File: src/rtl/coin_change_dispenser.sv
// Change payout engine: pays a refund amount as greedy 5/2/1 coins over a valid/ack hopper handshake.
// Optional hopper-timeout fault state is built when COIN_TIMEOUT_EN is defined.
module coin_change_dispenser #(
    parameter int AMT_W       = 4,
    parameter int TIMEOUT_CYC = 16
) (
    input  logic             clk,
    input  logic             reset,
    input  logic             req,
    input  logic [AMT_W-1:0] amount,
    output logic             busy,
    output logic             coin_valid,
    output logic [2:0]       coin_val,
    input  logic             coin_ack,
    output logic             done,
    output logic [AMT_W-1:0] coins_issued,
    output logic             fault
);

`ifdef COIN_TIMEOUT_EN
    typedef enum logic [2:0] {S_IDLE, S_SELECT, S_ISSUE, S_DONE, S_FAULT} state_t;
    localparam int CNT_W = $clog2(TIMEOUT_CYC + 1);
    logic [CNT_W-1:0] wait_cnt_q, wait_cnt_d;
    logic             fault_q, fault_d;
`else
    typedef enum logic [1:0] {S_IDLE, S_SELECT, S_ISSUE, S_DONE} state_t;
`endif

    state_t           state_q, state_d;
    logic [AMT_W-1:0] rem_q, rem_d;
    logic [AMT_W-1:0] coins_q, coins_d;
    logic             busy_q, busy_d;
    logic             valid_q, valid_d;
    logic [2:0]       val_q, val_d;
    logic             done_q, done_d;

    always_ff @(posedge clk) begin
        if (reset) begin
            state_q <= S_IDLE;
            rem_q   <= '0;
            coins_q <= '0;
            busy_q  <= 1'b0;
            valid_q <= 1'b0;
            val_q   <= 3'd0;
            done_q  <= 1'b0;
`ifdef COIN_TIMEOUT_EN
            wait_cnt_q <= '0;
            fault_q    <= 1'b0;
`endif
        end else begin
            state_q <= state_d;
            rem_q   <= rem_d;
            coins_q <= coins_d;
            busy_q  <= busy_d;
            valid_q <= valid_d;
            val_q   <= val_d;
            done_q  <= done_d;
`ifdef COIN_TIMEOUT_EN
            wait_cnt_q <= wait_cnt_d;
            fault_q    <= fault_d;
`endif
        end
    end

    always_comb begin
        state_d = state_q;
        rem_d   = rem_q;
        coins_d = coins_q;
        busy_d  = busy_q;
        valid_d = valid_q;
        val_d   = val_q;
        done_d  = 1'b0;
`ifdef COIN_TIMEOUT_EN
        wait_cnt_d = wait_cnt_q;
        fault_d    = fault_q;
`endif
        case (state_q)
            S_IDLE: begin
                if (req) begin
                    rem_d   = amount;
                    coins_d = '0;
                    busy_d  = 1'b1;
                    state_d = (amount == '0) ? S_DONE : S_SELECT;
                end
            end
            S_SELECT: begin
                // Greedy pick; rem is never zero here, so the smallest coin always fits.
                if (int'(rem_q) >= 5)      val_d = 3'd5;
                else if (int'(rem_q) >= 2) val_d = 3'd2;
                else                       val_d = 3'd1;
                valid_d = 1'b1;
                state_d = S_ISSUE;
`ifdef COIN_TIMEOUT_EN
                wait_cnt_d = '0;
`endif
            end
            S_ISSUE: begin
                if (coin_ack) begin
                    rem_d   = rem_q - AMT_W'(val_q);
                    coins_d = coins_q + 1'b1;
                    valid_d = 1'b0;
                    val_d   = 3'd0;
                    state_d = (rem_q == AMT_W'(val_q)) ? S_DONE : S_SELECT;
                end
`ifdef COIN_TIMEOUT_EN
                else if (wait_cnt_q == CNT_W'(TIMEOUT_CYC - 1)) begin
                    valid_d = 1'b0;
                    val_d   = 3'd0;
                    fault_d = 1'b1;
                    state_d = S_FAULT;
                end else begin
                    wait_cnt_d = wait_cnt_q + 1'b1;
                end
`endif
            end
            S_DONE: begin
                done_d  = 1'b1;
                busy_d  = 1'b0;
                state_d = S_IDLE;
            end
`ifdef COIN_TIMEOUT_EN
            S_FAULT: begin
                // Parked until reset; busy stays high so the vend FSM cannot start another refund.
                state_d = S_FAULT;
            end
`endif
            default: state_d = S_IDLE;
        endcase
    end

    assign busy         = busy_q;
    assign coin_valid   = valid_q;
    assign coin_val     = val_q;
    assign done         = done_q;
    assign coins_issued = coins_q;
`ifdef COIN_TIMEOUT_EN
    assign fault = fault_q;
`else
    logic unused_timeout_cyc;
    assign unused_timeout_cyc = ^TIMEOUT_CYC;
    assign fault = 1'b0;
`endif

endmodule
File: config.mk
export PLATFORM = sky130hd
export DESIGN_NAME = coin_change_dispenser
export DESIGN_NICKNAME = d
export VERILOG_FILES = /design/src/rtl/coin_change_dispenser.sv
export SDC_FILE = /design/constraint.sdc
export NUM_CORES = 1
export LEC_CHECK = 0
export CORE_MARGIN = 2
export CORE_UTILIZATION = 46
export DETAILED_ROUTE_END_ITERATION = 8
export MAX_ROUTING_LAYER = met4
export PLACE_DENSITY = 0.71
export SLEW_MARGIN = 20
export SYNTH_ARGS = -nofsm -noshare
export SYNTH_HDL_FRONTEND = slang
export SYNTH_SLANG_ARGS = --single-unit
File: constraint.sdc
create_clock -name clk -period 1.9 [get_ports clk]
set_input_delay 0.19 -clock clk [delete_from_list [all_inputs] [get_ports clk]]
set_output_delay 0.19 -clock clk [all_outputs]
set_load 0.05 [all_outputs]
==> results of run 1 <==
==> per-layer routing <==
metal / vias up / wire length, um / GRT usage (%) / part of all wire [%]
met5: - / 0 / - / 0
met4: 0 / 13 / 5.00 / 0.72
met3: 2 / 79 / 5.77 / 4.4
met2: 17 / 878 / 30.1 / 49
met1: 365 / 836 / 24.9 / 46
li1: 393 / - / - / -
==> synth_stat cells <==
master | n | area, um2
dfxtp_1 | 16 | 320
o21a_1 | 1 | 7.51
buf_4 | 1 | 7.51
nand3b_1 | 1 | 7.51
or3b_1 | 1 | 8.76
or2_1 | 1 | 6.26
inv_1 | 4 | 15.0
a21oi_1 | 6 | 30.0
nor4_1 | 1 | 6.26
a211o_1 | 1 | 8.76
nor3_1 | 5 | 25.0
fa_1 | 1 | 20.0
nand2b_1 | 4 | 25.0
o22ai_1 | 1 | 6.26
a21o_1 | 1 | 7.51
a211oi_1 | 3 | 22.5
conb_1 | 1 | 3.75
xnor2_1 | 3 | 26.3
nand4b_1 | 1 | 8.76
a21oi_2 | 1 | 8.76
a311oi_1 | 1 | 8.76
nor2_1 | 14 | 52.6
a2111oi_0 | 1 | 8.76
ha_1 | 4 | 50.1
nor3b_1 | 3 | 22.5
mux2i_1 | 1 | 10.0
nand3_1 | 1 | 5.00
o21ai_0 | 4 | 20.0
a2111oi_2 | 1 | 15.0
nor2b_1 | 1 | 6.26
and2b_1 | 1 | 7.51
clkbuf_1 | 1 | 3.75
nand4_1 | 1 | 6.26
a21boi_0 | 1 | 7.51
a32oi_1 | 1 | 8.76
nand2_1 | 6 | 22.5
o211ai_1 | 1 | 7.51
buf_2 | 3 | 15.0
==> state kept, by name, summed over array words and instances (netlist names) <==
register	flops
coins_issued	4
busy	1
coin_val	3
rem_q	4
done	1
state_q	2
coin_valid	1
==> path summary, 6_finish.rpt <==
kind	startpoint	end	cells past startpoint
min reg2reg	coin_valid$_SDFFE_PP0P_	coin_valid$_SDFFE_PP0P_	1
max	coins_issued[0]$_SDFFE_PP0P_	coins_issued[0]	1
min	coin_valid$_SDFFE_PP0P_	coin_valid$_SDFFE_PP0P_	1
max reg2reg	state_q[1]$_SDFFE_PP0P_	rem_q[0]$_SDFFE_PP0P_	4
==> per-stage QoR <==
stage | hold WS [ns] | power (mW) | std cells
2_1_floorplan | 0.259 | 0.559 | 100
5_1_grt | 0.515 | 0.844 | 142
4_1_cts | 0.474 | 0.803 | 142
3_5_place_dp | 0.453 | 0.629 | 139
3_3_place_gp | 0.453 | 0.626 | 139
6_report | 0.469 | 0.798 | 142
==> final cells by class <==
class / count / area [um2] / area share (%)
sequential: 16 / 320 / 30.2
timing repair buffer: 19 / 185 / 17.4
multi-input combinational: 75 / 488 / 45.9
tap: 25 / 31.3 / 2.94
inverter: 4 / 15.0 / 1.41
clock buffer: 3 / 22.5 / 2.12
==> cell families after synthesis <==
kind of cell,after synthesis
simple gates,41
compound gates,24
flops,16
buf+inv,9
fa+ha+maj,5
xor+xnor,3
other cells,1
mux,1
==> where the power goes <==
group          leakage [nW]  switching [mW]  total [mW]  internal (mW)
Sequential            0.131          0.0332       0.393          0.360
Combinational         0.240           0.133       0.230         0.0961
Clock                0.0138           0.102       0.175         0.0736
Total                 0.385           0.268       0.798          0.530
==> flow_summary_export.csv, run 1 <==
group,metric,value,unit
synth,synth-simple-area-share,24.7,%
cts,cts_hold_buf,0,
synth,synth_top_family_by_area,"simple AND/OR/NAND/NOR gates",
detailed_routing,postRouteAntennaNets,0,
synth,syn_area,850,um2
sta,drv_slew,0,
floorplan,die_area,2210,um2
synth,synthAdderAreaFrac,8.25,%
synth,avgSynthCellArea,8.50,um2
sta,rsz0062_at_grt,"no",
final_layout,mostFrequentLayoutCells,"clkdlybuf4s50_1 (17), dfxtp_1 (16), nor2_1 (14)",
placement,place_congestion,0.842,
critical_path,worst-path-buf-inv,1,
grt,overflow,0,
critical_path,critPathSlowestCell,"clkdlybuf4s50_1",
synth,synth_xor_xnor_area_share,3.09,%
floorplan,ios,19,
sta,final.period_utilization,90.2,%
critical_path,crit_path_cell_trace,"clkdlybuf4s50_1",
final_layout,drive_gt1_share,5.98,%
detailed_routing,wl,1810,um
final_layout,nNetsFinal,132,
detailed_routing,drt-wirelength-per-cell,12.7,um
critical_path,cp.required,1.71,ns
grt,antenna_found_initial,0,
critical_path,cp-start-kind,"flip-flop",
final_layout,n_antenna_cell,0,
final_layout,final_util,61.5,%
synth,synth-seq-cells,16,
critical_path,regToRegSetupSlack,0.35,ns
cts,ctsLongestPathBuffers,2,
placement,place_ws,0.271,ns
floorplan,rows,15,
grt,grt_pass1_wl,2900,um
synth,synth_warnings,0,
detailed_routing,vias,777,
cts,clock_sinks,16,
grt,grtUsageTotal,19.5,%
min_path,hp-class,"reg -> reg",
critical_path,crit_type,"reg -> out",
final_layout,layout_commonest_cell,"clkdlybuf4s50_1",
critical_path,arrival,1.52,ns
synth,synth_compound_area_share,19.7,%
cts,clockRootBuffer,"clkbuf_4",
cts,cts_buffers,3,
detailed_routing,drtIter0Drc,9,
cts,worstSkewPairLatency,0.28,ns
placement,io_buffers,17,
final_layout,fillCellCount,164,
run_status,status,"finished clean",
power_and_ir_drop,power_density,751,nW/um2
power_and_ir_drop,leakagePower,0.385,nW
cts,path_clk_slew,0.09,ns
grt,grt_start_max_net_pins,16,
run,maxCapViolCount,0,
grt,grt_pass1_vias,663,
final_layout,area_growth,25.0,%
cts,cts_setup_buffers,0,
final_layout,stdcell_area,1060,um2
sta,skew,0.00189,ns
critical_path,critPathMaxStageDelay,0.83,ns
synth,ys_types,38,
sta,fmax,584,MHz
sta,setup_viol,0,
floorplan,core_area,1730,um2
floorplan,die_h,47.0,um
cts,htreeDepth,1,
cts,postCtsResizedCells,0,
synth,synth_nets,113,
detailed_routing,drc,0,
critical_path,cp_max_fo,5,
synth,seq_area_frac_synth,37.7,%
sta,final.min_clock_period,1.71,ns
placement,hpwl,1410,um
critical_path,cp_top_family,"buffers and inverters",
detailed_routing,vias_per_cell,5.47,
sta,fin_ws,0.187,ns
critical_path,cp-end-kind,"output port",
sta,hold_viol,0,
power_and_ir_drop,vdd_drop_max,0.582,mV
detailed_routing,firstDrtPassIters,4,
floorplan,floorplan.initialDensity,49.2,%
synth,synthMuxAreaShare,1.18,%
placement,dpl_cell_area,1040,um2
cts,tritoncts,"done",
synth,syn-instance-count,100,
floorplan,die_x,47.0,um
sta,tns,0,ns
Power figures use the tool's default switching activity.
==> inputs of run 2 (changes only) <==
--- a/config.mk
+++ b/config.mk
@@ -5,11 +5,12 @@
 export SDC_FILE = /design/constraint.sdc
 export NUM_CORES = 1
 export LEC_CHECK = 0
+export ABC_AREA = 1
 export CORE_MARGIN = 2
 export CORE_UTILIZATION = 46
 export DETAILED_ROUTE_END_ITERATION = 8
 export MAX_ROUTING_LAYER = met4
-export PLACE_DENSITY = 0.71
+export PLACE_DENSITY = 0.82
 export SLEW_MARGIN = 20
 export SYNTH_ARGS = -nofsm -noshare
 export SYNTH_HDL_FRONTEND = slang
==> flow_summary_export.csv, run 2 <==
group,metric,value,unit
run_status,status,"finished clean",
placement,dpl_cell_area,1060,um2
detailed_routing,drtIter0Drc,31,
sta,final.period_utilization,90.7,%
detailed_routing,vias,796,
power_and_ir_drop,power_density,784,nW/um2
grt,grtUsageTotal,20.2,%
cts,clockRootBuffer,"clkbuf_4",
cts,cts_setup_buffers,0,
critical_path,critPathSlowestCell,"clkdlybuf4s50_1",
power_and_ir_drop,leakagePower,0.455,nW
detailed_routing,postRouteAntennaNets,0,
critical_path,worst-path-buf-inv,1,
final_layout,layout_commonest_cell,"nand2_1",
synth,syn_area,862,um2
final_layout,stdcell_area,1100,um2
final_layout,mostFrequentLayoutCells,"nand2_1 (24), clkdlybuf4s50_1 (17), dfxtp_1 (16)",
sta,fin_ws,0.176,ns
critical_path,arrival,1.53,ns
sta,rsz0062_at_grt,"no",
floorplan,core_area,1750,um2
critical_path,cp-start-kind,"flip-flop",
power_and_ir_drop,total_power,859,uW
synth,ys_types,28,
final_layout,n_antenna_cell,0,
synth,synth.most_common_cell,"nand2_1",
detailed_routing,firstDrtPassIters,4,
cts,clock_sinks,16,
synth,synth-seq-cells,16,
floorplan,die_area,2240,um2
cts,postCtsResizedCells,0,
grt,antenna_found_initial,0,
cts,cts_hold_buf,0,
synth,syn-instance-count,114,
floorplan,floorplan.initialDensity,49.4,%
synth,synth_enable_flop_cells,0,
sta,tightestPinTransition,0.496,ns
floorplan,rows,15,
synth,synth_top_area_share,37.2,%
sta,hold_viol,0,
synth,yosys-top-cells-count,"nand2_1 (24), dfxtp_1 (16), inv_1 (12)",
synth,synthTopCellsByArea,"dfxtp_1 (37%), nand2_1 (10%), ha_1 (5.8%), a21oi_1 (5.2%), inv_1 (5.2%)",
sta,final.min_clock_period,1.72,ns
placement,place_ws,0.474,ns
placement,io_buffers,17,
synth,async_reset_ff_share,0,%
placement,place_congestion,0.826,
min_path,hp-class,"reg -> reg",
grt,grt_pass1_wl,3150,um
sta,setup_viol,0,
grt,grt_pass1_vias,729,
final_layout,area_growth,27.1,%
floorplan,die_h,47.3,um
critical_path,crit_path_cell_trace,"clkdlybuf4s50_1",
floorplan,ios,19,
cts,worstSkewPairLatency,0.29,ns
cts,htreeDepth,1,
final_layout,nNetsFinal,148,
detailed_routing,wl,1810,um
synth,seq_area_frac_synth,37.2,%
grt,grt_start_max_net_pins,11,
placement,hpwl,1460,um
sta,drv_slew,0,
sta,holdWs,0.474,ns
run,maxCapViolCount,0,
cts,tritoncts,"done",
sta,tns,0,ns
critical_path,cp_max_fo,4,
critical_path,crit_type,"reg -> out",
detailed_routing,drt-wirelength-per-cell,11.4,um
sta,maxSlewHeadroom,66.9,%
cts,path_clk_slew,0.10,ns
synth,synthFlopType,"dfxtp_1",
detailed_routing,vias_per_cell,5.01,
detailed_routing,drc,0,
synth,yosys.area.top_type,"dfxtp_1",
cts,cts_buffers,3,
power_and_ir_drop,vdd_drop_max,0.581,mV
sta,skew,0.00546,ns
critical_path,cp-end-kind,"output port",
synth,avgSynthCellArea,7.56,um2
final_layout,drive_gt1_share,12.7,%
synth,synth_warnings,0,
sta,fmax,580,MHz
grt,overflow,0,
floorplan,die_x,47.3,um
synth,synth_nets,127,
cts,ctsLongestPathBuffers,2,
critical_path,cp_top_family,"buffers and inverters",
critical_path,critPathMaxStageDelay,0.83,ns
critical_path,cp.required,1.71,ns
run 2: cell types whose count changed after synthesis, sizes merged, moves of 2 or more:
cell	previous run	this run
buf	4	1
xnor2	3	0
nand2	6	28
nor3	5	1
a211oi	3	1
nand2b	4	0
a31oi	0	2
a2111oi	2	0
inv	4	14
a21oi	7	10
nor3b	3	0
nand3	1	8
o21ai	4	7
run 2: per-layer routing:
| layer | up-vias | share of wire [%] | global-route usage (%) |
|---|---|---|---|
| li1 | 412 | - | - |
| met1 | 366 | 47 | 26.7 |
| met2 | 13 | 49 | 31.9 |
| met3 | 5 | 1.8 | 1.15 |
| met4 | 0 | 1.9 | 8.33 |
| met5 | - | 0 | - |
run 2: cell families (layout without fill, tap and decap cells):
family | Yosys count | count (layout) | share of synthesized area [%]
AO/OA/AOI/OAI | 23 | 23 | 15.7
XOR/XNOR | 1 | 1 | 1.02
adder cells (fa/ha/maj) | 5 | 5 | 8.13
buffers and inverters | 16 | 36 | 7.69
flip-flops | 16 | 16 | 37.2
other | 1 | 1 | 0.435
AND/OR/NAND/NOR | 52 | 52 | 29.9
run 2: metrics by stage:
step | utilization [%] | std cells
2_1_floorplan | - | 114
3_3_place_gp | 60.7 | 155
3_5_place_dp | 60.7 | 155
4_1_cts | 62.8 | 159
5_1_grt | 62.8 | 159
6_report | 62.8 | 159
run 2: cell type report:
class	count	area [um2]
inverter	14	55.1
tap	25	31.3
clock buffer	4	36.3
sequential	16	320
fill	162	649
timing repair buffer	18	178
multi-input combinational	82	475
run 2: worst paths after layout:
check | slack, ns | end | start | cells past startpoint
worst min-delay path | 0.47 | busy$_SDFFE_PP0P_ | busy$_SDFFE_PP0P_ | 2
worst min register to register | 0.47 | busy$_SDFFE_PP0P_ | busy$_SDFFE_PP0P_ | 2
worst max register to register | 0.46 | rem_q[2]$_SDFFE_PP0P_ | rem_q[0]$_SDFFE_PP0P_ | 7
worst max-delay path | 0.18 | coins_issued[0] | coins_issued[0]$_SDFFE_PP0P_ | 1
run 2: worst reg2reg max path: stages, from the launching register on:
cell and delay (ns):
dfxtp_1 0.33, inv_1 0.05, ha_1 0.14, inv_1 0.06, fa_1 0.38, xor2_1 0.18
nand2_1 0.07, a31oi_1 0.17
run 2: where the power goes:
group,internal (mW),leakage [nW],total (mW),switching (mW)
Clock,0.117,0.0210,0.230,0.113
Sequential,0.360,0.131,0.383,0.0238
Combinational,0.0922,0.303,0.246,0.154
Total,0.569,0.455,0.859,0.290
==> inputs of run 3 (changes only) <==
--- a/config.mk
+++ b/config.mk
@@ -6,7 +6,7 @@
 export NUM_CORES = 1
 export LEC_CHECK = 0
 export ABC_AREA = 1
-export CORE_MARGIN = 2
+export CORE_MARGIN = 1
 export CORE_UTILIZATION = 46
 export DETAILED_ROUTE_END_ITERATION = 8
 export MAX_ROUTING_LAYER = met4
==> flow_summary_export.csv, run 3 (synthesized netlist as in run 2, its figures left out) <==
group,metric,value,unit
sta,drv_slew,0,
sta,skew,0.00371,ns
placement,io_buffers,17,
critical_path,ff2ff_path_depth,7,
critical_path,critPathMaxStageDelay,0.82,ns
floorplan,rows,15,
critical_path,arrival,1.51,ns
grt,grt_start_max_net_pins,11,
detailed_routing,firstDrtPassIters,4,
final_layout,final_util,62.8,%
critical_path,crit_path_cell_trace,"clkdlybuf4s50_1",
detailed_routing,wl,1880,um
cts,worstSkewPairLatency,0.29,ns
sta,final.min_clock_period,1.70,ns
floorplan,die_x,45.3,um
sta,final.period_utilization,89.6,%
cts,clockRootBuffer,"clkbuf_4",
sta,hold_viol,0,
cts,cts_buffers,3,
sta,setup_viol,0,
grt,grtUsageTotal,22.3,%
detailed_routing,drc,0,
cts,ctsLongestPathBuffers,2,
critical_path,crit_type,"reg -> out",
critical_path,cp_top_family,"buffers and inverters",
grt,grt_pass1_vias,741,
final_layout,drive_gt1_share,12.7,%
final_layout,nNetsFinal,148,
min_path,hp-start,"busy$_SDFFE_PP0P_",
floorplan,floorplan.initialDensity,49.4,%
final_layout,multi_input_area,475,um2
cts,htreeDepth,1,
sta,rsz0062_at_grt,"no",
cts,postCtsResizedCells,0,
power_and_ir_drop,leakagePower,0.455,nW
run,maxCapViolCount,0,
floorplan,die_area,2050,um2
power_and_ir_drop,vdd_drop_max,0.587,mV
placement,place_congestion,0.877,
critical_path,cp-start-kind,"flip-flop",
final_layout,fillCellCount,146,
final_layout,n_antenna_cell,0,
power_and_ir_drop,total_power,864,uW
critical_path,critPathSlowestCell,"clkdlybuf4s50_1",
floorplan,ios,19,
min_path,whs_endpoint,"busy$_SDFFE_PP0P_",
critical_path,reg2reg_from,"rem_q[0]$_SDFFE_PP0P_",
final_layout,mostFrequentLayoutCells,"nand2_1 (24), clkdlybuf4s50_1 (17), dfxtp_1 (16)",
final_layout,layout_commonest_cell,"nand2_1",
cts,cts_hold_buf,0,
detailed_routing,vias,788,
sta,tns,0,ns
critical_path,regToRegSetupSlack,0.46,ns
cts,cts_setup_buffers,0,
sta,holdWs,0.486,ns
detailed_routing,drt-wirelength-per-cell,11.8,um
final_layout,area_growth,27.1,%
grt,antenna_found_initial,0,
floorplan,core_area,1750,um2
power_and_ir_drop,power_density,788,nW/um2
min_path,hp-class,"reg -> reg",
detailed_routing,drtIter0Drc,16,
grt,overflow,0,
run_status,status,"finished clean",
critical_path,cp_max_fo,4,
floorplan,die_h,45.3,um
placement,hpwl,1460,um
critical_path,cp-end-kind,"output port",
cts,tritoncts,"done",
critical_path,worst-path-buf-inv,1,
cts,clock_sinks,16,
critical_path,cp.required,1.71,ns
cts,path_clk_slew,0.10,ns
final_layout,final-seq-area,320,um2
critical_path,r2r-end,"rem_q[2]$_SDFFE_PP0P_",
sta,fmax,587,MHz
detailed_routing,vias_per_cell,4.96,
grt,grt_pass1_wl,3160,um
detailed_routing,postRouteAntennaNets,0,
min_path,hold_depth,2,
==> run 3: cell counts in the layout (fill, tap and decap cells not counted) <==
No cell type changed its count.
==> run 3: worst max-delay path by stage <==
stage / startpoint / endpoint / cells past startpoint
2_1_floorplan: coin_val[0]$_SDFFE_PP0P_ / rem_q[2]$_SDFFE_PP0P_ / 6
3_3_place_gp: coin_val[0]$_SDFFE_PP0P_ / rem_q[2]$_SDFFE_PP0P_ / 6
3_5_place_dp: rem_q[0]$_SDFFE_PP0P_ / rem_q[2]$_SDFFE_PP0P_ / 7
4_1_cts: coins_issued[0]$_SDFFE_PP0P_ / coins_issued[0] / 1
5_1_grt: coins_issued[0]$_SDFFE_PP0P_ / coins_issued[0] / 1
6_report: coins_issued[0]$_SDFFE_PP0P_ / coins_issued[0] / 1
==> run 3: area by class of cell <==
type                            instances  share of cell area, %
Multi-Input combinational cell         82                   43.4
Sequential cell                        16                   29.2
Tap cell                               25                   2.85
Clock buffer                            4                   3.31
Inverter                               14                   5.02
Timing Repair Buffer                   18                   16.2
==> run 3: report_power, final <==
group	switching [mW]	total (mW)	internal (mW)	leakage [nW]
clock	0.117	0.233	0.117	0.0210
sequential	0.0247	0.384	0.360	0.131
combinational	0.155	0.246	0.0913	0.303
total	0.296	0.864	0.568	0.455
==> run 3: routing by layer <==
metal | track usage [%] | wire (um) | up-vias
li1 | - | - | 414
met1 | 27.2 | 882 | 344
met2 | 35.4 | 878 | 26
met3 | 4.80 | 80 | 4
met4 | 9.09 | 36 | 0
met5 | - | 0 | -
==> run 3: through the flow <==
stage	setup WS [ns]	cell area, um2	cells
after CTS	0.191	1100	159
after global placement	0.516	1060	155
after global routing	0.138	1100	159
final	0.198	1100	159
after floorplan	0.216	862	114
after detailed placement	0.493	1060	155
